### src/rtl/bus_rr_arbiter.sv
// Round-robin arbiter that shares one request/grant slave port between NUM_M masters.
// Long-waiting masters get a starvation boost, and each read-data beat is steered back to its owner.
module bus_rr_arbiter #(
  parameter int NUM_M    = 2,
  parameter int MAX_WAIT = 15,
  parameter int AW       = 32,
  parameter int DW       = 32
) (
  input  logic                    clk,
  input  logic                    rst_n,
  input  logic [NUM_M-1:0]        m_rd_req,
  input  logic [NUM_M*AW-1:0]     m_rd_addr,
  output logic [NUM_M-1:0]        m_rd_gnt,
  output logic [NUM_M-1:0]        m_rd_valid,
  output logic [DW-1:0]           m_rd_data,
  input  logic [NUM_M-1:0]        m_wr_req,
  input  logic [NUM_M*AW-1:0]     m_wr_addr,
  input  logic [NUM_M*DW-1:0]     m_wr_data,
  input  logic [NUM_M*(DW/8)-1:0] m_wr_be,
  output logic [NUM_M-1:0]        m_wr_gnt,
  output logic                    s_rd_req,
  output logic [AW-1:0]           s_rd_addr,
  input  logic                    s_rd_gnt,
  input  logic [DW-1:0]           s_rd_data,
  output logic                    s_wr_req,
  output logic [AW-1:0]           s_wr_addr,
  output logic [DW-1:0]           s_wr_data,
  output logic [DW/8-1:0]         s_wr_be,
  input  logic                    s_wr_gnt,
  output logic [NUM_M-1:0]        o_starve
);

  localparam int PW = $clog2(NUM_M);
  localparam int CW = 8;
  localparam int BW = DW / 8;
  localparam logic [CW-1:0] WAIT_MAX = CW'(MAX_WAIT);

  logic [NUM_M-1:0]         req;
  logic [NUM_M-1:0]         boosted;
  logic [PW-1:0]            sel;
  logic [PW-1:0]            rr_idx;
  logic                     found;
  logic                     acc;
  logic [PW-1:0]            ptr_q, ptr_d;
  logic [NUM_M-1:0][CW-1:0] wait_cnt_q, wait_cnt_d;
  logic [NUM_M-1:0]         rd_valid_q, rd_valid_d;

  assign req = m_rd_req | m_wr_req;

  always_comb begin
    for (int i = 0; i < NUM_M; i++) begin
      boosted[i]  = req[i] && (wait_cnt_q[i] == WAIT_MAX);
      o_starve[i] = (wait_cnt_q[i] == WAIT_MAX);
    end
  end

  // A boosted master overrides the rotation; among several, the lowest index wins.
  always_comb begin
    // NOTE: every always_comb output gets a default first so no path can infer a latch.
    sel    = '0;
    rr_idx = '0;
    found  = 1'b0;
    for (int i = 0; i < NUM_M; i++) begin
      if (!found && boosted[i]) begin
        sel   = PW'(i);
        found = 1'b1;
      end
    end
    for (int k = 1; k <= NUM_M; k++) begin
      rr_idx = PW'((int'(ptr_q) + k) % NUM_M);
      if (!found && req[rr_idx]) begin
        sel   = rr_idx;
        found = 1'b1;
      end
    end
  end

  // A read takes priority over a write from the same master; the write stays pending.
  assign s_rd_req  = found & m_rd_req[sel];
  assign s_wr_req  = found & m_wr_req[sel] & ~m_rd_req[sel];
  assign s_rd_addr = m_rd_addr[sel*AW +: AW];
  assign s_wr_addr = m_wr_addr[sel*AW +: AW];
  assign s_wr_data = m_wr_data[sel*DW +: DW];
  assign s_wr_be   = m_wr_be[sel*BW +: BW];
  assign m_rd_data = s_rd_data;

  always_comb begin
    m_rd_gnt      = '0;
    m_wr_gnt      = '0;
    m_rd_gnt[sel] = s_rd_req & s_rd_gnt;
    m_wr_gnt[sel] = s_wr_req & s_wr_gnt;
  end

  assign acc        = (|m_rd_gnt) | (|m_wr_gnt);
  assign ptr_d      = acc ? sel : ptr_q;
  assign rd_valid_d = m_rd_gnt;

  always_comb begin
    wait_cnt_d = wait_cnt_q;
    for (int i = 0; i < NUM_M; i++) begin
      if (!req[i] || m_rd_gnt[i] || m_wr_gnt[i]) begin
        wait_cnt_d[i] = '0;
      end else if (wait_cnt_q[i] != WAIT_MAX) begin
        wait_cnt_d[i] = wait_cnt_q[i] + 1'b1;
      end
    end
  end

  assign m_rd_valid = rd_valid_q;

  // Reset leaves the pointer on the last master so master 0 is served first.
  always_ff @(posedge clk or negedge rst_n) begin
    if (!rst_n) begin
      ptr_q      <= PW'(NUM_M - 1);
      wait_cnt_q <= '0;
      rd_valid_q <= '0;
    end else begin
      // NOTE: state updates use non-blocking assignments so every flop samples pre-edge values.
      ptr_q      <= ptr_d;
      wait_cnt_q <= wait_cnt_d;
      rd_valid_q <= rd_valid_d;
    end
  end

endmodule

### config.mk
export PLATFORM = sky130hd
export DESIGN_NAME = bus_rr_arbiter
export DESIGN_NICKNAME = d
export VERILOG_FILES = /design/src/rtl/bus_rr_arbiter.sv
export SDC_FILE = /design/constraint.sdc
export NUM_CORES = 1
export LEC_CHECK = 0
export ABC_AREA = 1
export ABC_CLOCK_PERIOD_IN_PS = 3800
export CORE_AREA = 2 2 147 149
export DETAILED_ROUTE_END_ITERATION = 6
export DIE_AREA = 0 0 149 151
export SYNTH_ARGS = -nofsm -noshare
export SYNTH_HDL_FRONTEND = slang
export SYNTH_SLANG_ARGS = --single-unit
### constraint.sdc
create_clock -name clk -period 3.8 [get_ports clk]
set_clock_uncertainty 0.2 [all_clocks]
set_input_delay 1.14 -clock clk [delete_from_list [all_inputs] [get_ports clk]]
set_output_delay 1.14 -clock clk [all_outputs]
set_load 0.02 [all_outputs]
# Yosys cells after proc, flatten, opt, wreduce, memory -nomap -nowiden
# Cells that the tools add are included.
classes:
  add_sub_neg: 4
  order_cmp: 4
  n_eq_ne: 4
  n_shift: 4
  mux: 21
  bitwise_logic: 10
  n_reduce_logical: 19
op_table:
  columns: ["operator", "count"]
  rows:
  - ["variable part select 64 x 7 -> 32 bit", 3]
  - ["two-way mux 8 bit", 4]
  - ["adder 8 x 1 -> 8 bit, second input constant", 2]
  - ["== test 8 x 4 -> 1 bit, second input constant", 2]
  - ["two-way mux 1 bit", 16]
  - ["!= test 8 x 4 -> 1 bit, second input constant", 2]
  - ["variable part select 8 x 4 -> 4 bit", 1]
  - ["logical AND 1 bit", 6]
  - ["less-than comparator 1 x 2 -> 1 bit, second input constant", 3]
  - ["AND 1 bit", 5]
  - ["zero test 1 bit", 5]
  - ["AND 2 bit", 2]
  - ["logical OR 1 bit", 4]
  - ["nonzero test 2 bit", 2]
  - ["OR reduction 2 bit", 2]
  - ["adder 1 bit, second input constant", 2]
  - ["bitwise OR 2 bit", 1]
  - ["demux 1 bit (select 1 bit)", 1]
  - ["greater-or-equal comparator 1 bit, second input constant", 1]
  - ["inverter 1 bit", 1]
  - ["bitwise OR 1 bit", 1]
totals:
  reg_bits: 19
  inputBits: 240
  output_inout_bits: 142
  wordCells: 70

# Depth between registers and ports, before layout
depth:
  ltp_word: 20
  depth_mapped: 14
  depth_no_buf: 14

# Worst setup path before layout
# Ideal clock, no wire load.
synth_timing:
  path_kind: "input -> output"
  from: "input port m_rd_req[1]"
  to: "output port m_wr_gnt[0]"
  t_arrival_ns: 2.419
  required_time_ns: 2.460
  slack_ns: 0.041
  stages: 9
  n_path_buf: 0
  path_cell_list: "nor2_1 -> nor2_1 -> nor2_1 -> nand4_2 -> nand2_4 -> nand2_2 -> a21boi_2 -> nand3_2 -> inv_1"
synth_via:
  elab_chain_len: 16
  elab_cells_between_ends: 31
  classes_between: "order compare: 2; mux: 16; bitwise: 6; reduce/logical: 7"
synth_lines:
  columns: ["element", "line", "source"]
  rows:
  - ["from (decl)", "11", "input logic [NUM_M-1:0] m_rd_req,"]
  - ["bitwise OR 2 bit", "48", "assign req = m_rd_req | m_wr_req;"]
  - ["logical AND 1 bit", "52", "boosted[i] = req[i] && (wait_cnt_q[i] == WAIT_MAX);"]
  - ["logical AND 1 bit", "64", "if (!found && boosted[i]) begin"]
  - ["two-way mux 1 bit", "64", null]
  - ["zero test 1 bit", "71", "if (!found && req[rr_idx]) begin"]
  - ["logical AND 1 bit", "71", null]
  - ["two-way mux 1 bit", "71", null]
  - ["zero test 1 bit", "71", null]
  - ["logical AND 1 bit", "71", null]
  - ["two-way mux 1 bit", "71", null]
  - ["two-way mux 1 bit (implied by the code) (2 in a row)", "80", "assign s_wr_req = found & m_wr_req[sel] & ~m_rd_req[sel];"]
  - ["AND 1 bit or inverter 1 bit (tied branches)", "80", null]
  - ["AND 1 bit (*)", "80", null]
  - ["named net s_wr_req", "25", "output logic s_wr_req,"]
  - ["AND 1 bit (*)", "91", "m_wr_gnt[sel] = s_wr_req & s_wr_gnt;"]
  - ["AND 2 bit (no line) (*)", null, null]
  - ["to (decl)", "20", "output logic [NUM_M-1:0] m_wr_gnt,"]
# Mark *: on every way through the listed nets, which the timed path passes. The rest lies on a longest branch. The select of a mux whose other input is x is not followed.

# Worst setup path after layout
layout_timing:
  from: "input port m_rd_req[1]"
  to: "output port s_wr_addr[26]"
layout_via:
  elab_chain_len: 11
  elab_cells_between_ends: 17
  classes_between: "shift: 1; mux: 9; bitwise: 1; reduce/logical: 6"
layout_lines:
  columns: ["element", "line", "source"]
  rows:
  - ["bitwise OR 2 bit (*)", "48", null]
  - ["logical AND 1 bit", "52", null]
  - ["logical AND 1 bit", "64", null]
  - ["two-way mux 1 bit", "64", null]
  - ["zero test 1 bit", "71", null]
  - ["logical AND 1 bit", "71", null]
  - ["two-way mux 1 bit", "71", null]
  - ["zero test 1 bit", "71", null]
  - ["logical AND 1 bit", "71", null]
  - ["two-way mux 1 bit (*)", "71", null]
  - ["variable part select 64 x 7 -> 32 bit (*)", "82", "assign s_wr_addr = m_wr_addr[sel*AW +: AW];"]
  - ["to (decl)", "26", "output logic [AW-1:0] s_wr_addr,"]
# Mark *: on every way between the ends. The rest lies on a longest branch, timed or not. The select of a mux whose other input is x is not followed.

==> flow_metrics.tcl <==
set metrics [dict create \
    antenna_found_initial 2 \
    ys_types 28 \
    track_usage_pct 14.54 \
    io_pins 382 \
    crit_arrival_ps 2550 \
    violations "negative setup slack" \
    grt_use_met2_pct 23.87 \
    finalSetupTns_ps -4823 \
    grt_pass1_wl_mm 24.84 \
    synth.cell_area_um2 2674 \
    htreeDepth 1 \
    dp_slack_ps -1027 \
    syn_to_final_growth_pct 179.6 \
    final_layout_size_suffix_gt1_share_pct 45.80 \
    slew_violations 0 \
    path_cells "buf_8 > nor2_4 > nor2_1 > nor2_1 > nand4_2 > nand2_4 > clkinv_8 > buf_16 > buf_8 > nand2_2 > nand2_2 > buf_6" \
    leakage_nw 3.614 \
    cts_hold_buf 0 \
    place.gp.congestion 0.8105 \
    root_buffer "clkbuf_16" \
    die_x_um 149 \
    cp_slowest_stage_delay_ps 170 \
    met3_usage_pct 4.910 \
    dp_hpwl_mm 13.59 \
    port_buffers 317 \
    crit_fanout 7 \
    path_class "in -> out" \
    cp_data_required_time_ps 2460 \
    avgSynthCellArea_um2 5.457 \
    synthArstFlopShare_pct 100.0 \
    cts_made_buffers 3 \
    post-synth-top-count-cell "nand2_1" \
    relSlewSlack_pct 41.45 \
    synth-edff-count 0 \
    path_clk_slew_ps 60 \
    final_cells 1086 \
    cp_slowest_cell "nor2_1" \
    ys_seq_area_share_pct 17.83 \
    cts_tree "built" \
    fin_util_pct 35.90 \
    synthTopCellsByArea "nand2_1 44%, dfrtp_1 17%, buf_4 12%, nor2_1 2.7%, buf_2 2.2%" \
    setup_viol 90 \
    cts_max_path_buffers 2 \
    die_h_um 151 \
    wl_mm 18.49 \
    dpl-instance-area_um2 6070 \
    insertion_delay_ps 250 \
    overflow 0 \
    grt_max_degree 32 \
    fmax_mhz 257.0 \
    hold_slack_ps 330.6 \
    power_mw 4.904 \
    ir_worst_vdd_mv 0.3638 \
    synth_top_cell_by_area "nand2_1" \
    ys_warn_count 0 \
    drtIter0Drc 147 \
    yosysTopAreaCellShare_pct 43.94 \
    rsz0062_at_grt "true" \
    routedWlPerCell_um 17.02 \
    placementRows 53 \
    grt-busiest-layer "met2" \
    design_area_um2 7475 \
    crit_path_end_kind "output pin" \
    post-route-period-util_pct 102.4 \
    drtPass1Iterations 4 \
    tightest_slew_ps 875.6 \
    hp-class "reg -> reg" \
    grt_pass1_vias 4101 \
    coreArea_um2 20820 \
    syn_nets 732 \
    final.setup.worst_slack_ps -90.32 \
    num_vias 4216 \
    dp_cells 1058 \
    finalCriticalPeriod_ps 3890 \
    synthTopCellsByCount "313 x nand2_1, 42 x buf_4, 19 x nor2_1" \
    ys.flop_type "dfrtp_1" \
    synthCells 490 \
    finalHoldViolCount 0 \
    grt_use_met1_pct 19.09 \
    drtAntennaViolNets 0 \
    cts_num_sinks 19 \
    die-area_um2 22500 \
    critPathLaunchType "input port" \
    cap_viol_max_count 0 \
    fin_nets 1053 \
    route.detailed.drc 0 \
    viasPerCell 3.882 \
    ys_ff_latch 19 \
    initial_core_util_pct 12.84 \
    status "finished, violations left" \
    powerDensity_nw_per_um2 656.1 \
]
cells by family after synthesis:
group                      Yosys count  synth area share, %
and+or+nand+nor                    377                59.66
buffers and inverters               77                17.27
DFF                                 19                17.83
AOI/OAI and AO/OA                    7                1.638
xor gates and xnor gates             7                2.293
adders and majority gates            2               0.9357
muxes                                1               0.3744
worst paths after layout:
kind | start | endpoint | slack (ps) | depth (start not counted)
hold / removal | ptr_q | ptr_q | 330 | 2
setup / recovery | m_rd_req[1] | s_wr_addr[26] | -90 | 12
setup reg to reg | wait_cnt_q[1] | wait_cnt_q[12] | 1330 | 16
min in group asynchronous | rst_n | wait_cnt_q[2] | 1180 | 1
max in group asynchronous | rst_n | wait_cnt_q[12] | 1680 | 1
hold reg to reg | ptr_q | ptr_q | 330 | 2
area by class of cell:
class	count	area, um^2
inverters	23	98.84
repair buffers	370	4010
diodes	1	2.502
fillers	2186	13350
multi-input cells	394	2462
flip-flops and latches	19	476.7
well taps	275	344.1
clock buffers	3	75.07
clock inverters	1	5.005
critical path, delay by kind of cell:
kind          cells  cell delay [ps]
buf+inv           5              660
simple gates      7              710
power breakdown:
part	leakage, nW	switching (mW)	internal, mW	total [mW]
logic	3.32	2.32	2.08	4.40
registers	0.254	0.0299	0.249	0.279
clock network	0.0409	0.0796	0.141	0.221
flip-flops by register name, summed over array words and instances, names as in the netlist:
signal      count
ptr_q           1
m_rd_valid      2
wait_cnt_q     16
cells in the final DEF (no fill, tap or decap), types with 2 or more instances in the layout:
cell type          n
inv_2              9
buf_6             97
nand3_4            2
nor2_2             9
nand2_4           58
buf_12             7
nand3_2            4
nand4_1            7
nand2_1          151
buf_2              8
buf_16             9
inv_1             13
buf_4             31
nor2_4             3
nor2_1            17
o21ai_0            3
dfrtp_1           18
clkbuf_16          5
nor3_1             2
clkdlybuf4s50_1  207
xnor2_1            2
buf_8              9
xor2_1             5
ha_1               2
nand2_2          110
nand3_1            8
a21oi_1            2
nand4_2            3
routing by layer:
metal  part of all wire, %  vias to the layer above
li1                      -                     2092
met5                 0.070                        -
met4                  0.42                        2
met2                    48                      208
met3                    10                        8
met1                    41                     1906
what timing repair did:
item | 4_1_cts | 5_1_grt
buffers inserted | 7 | 6
gates cloned | 8 | 2
pin swaps | 33 | 39
resized for setup | 708 | 149
setup endpoints to repair | 106 | 106
Note: power is estimated with default switching activity, not from simulation.
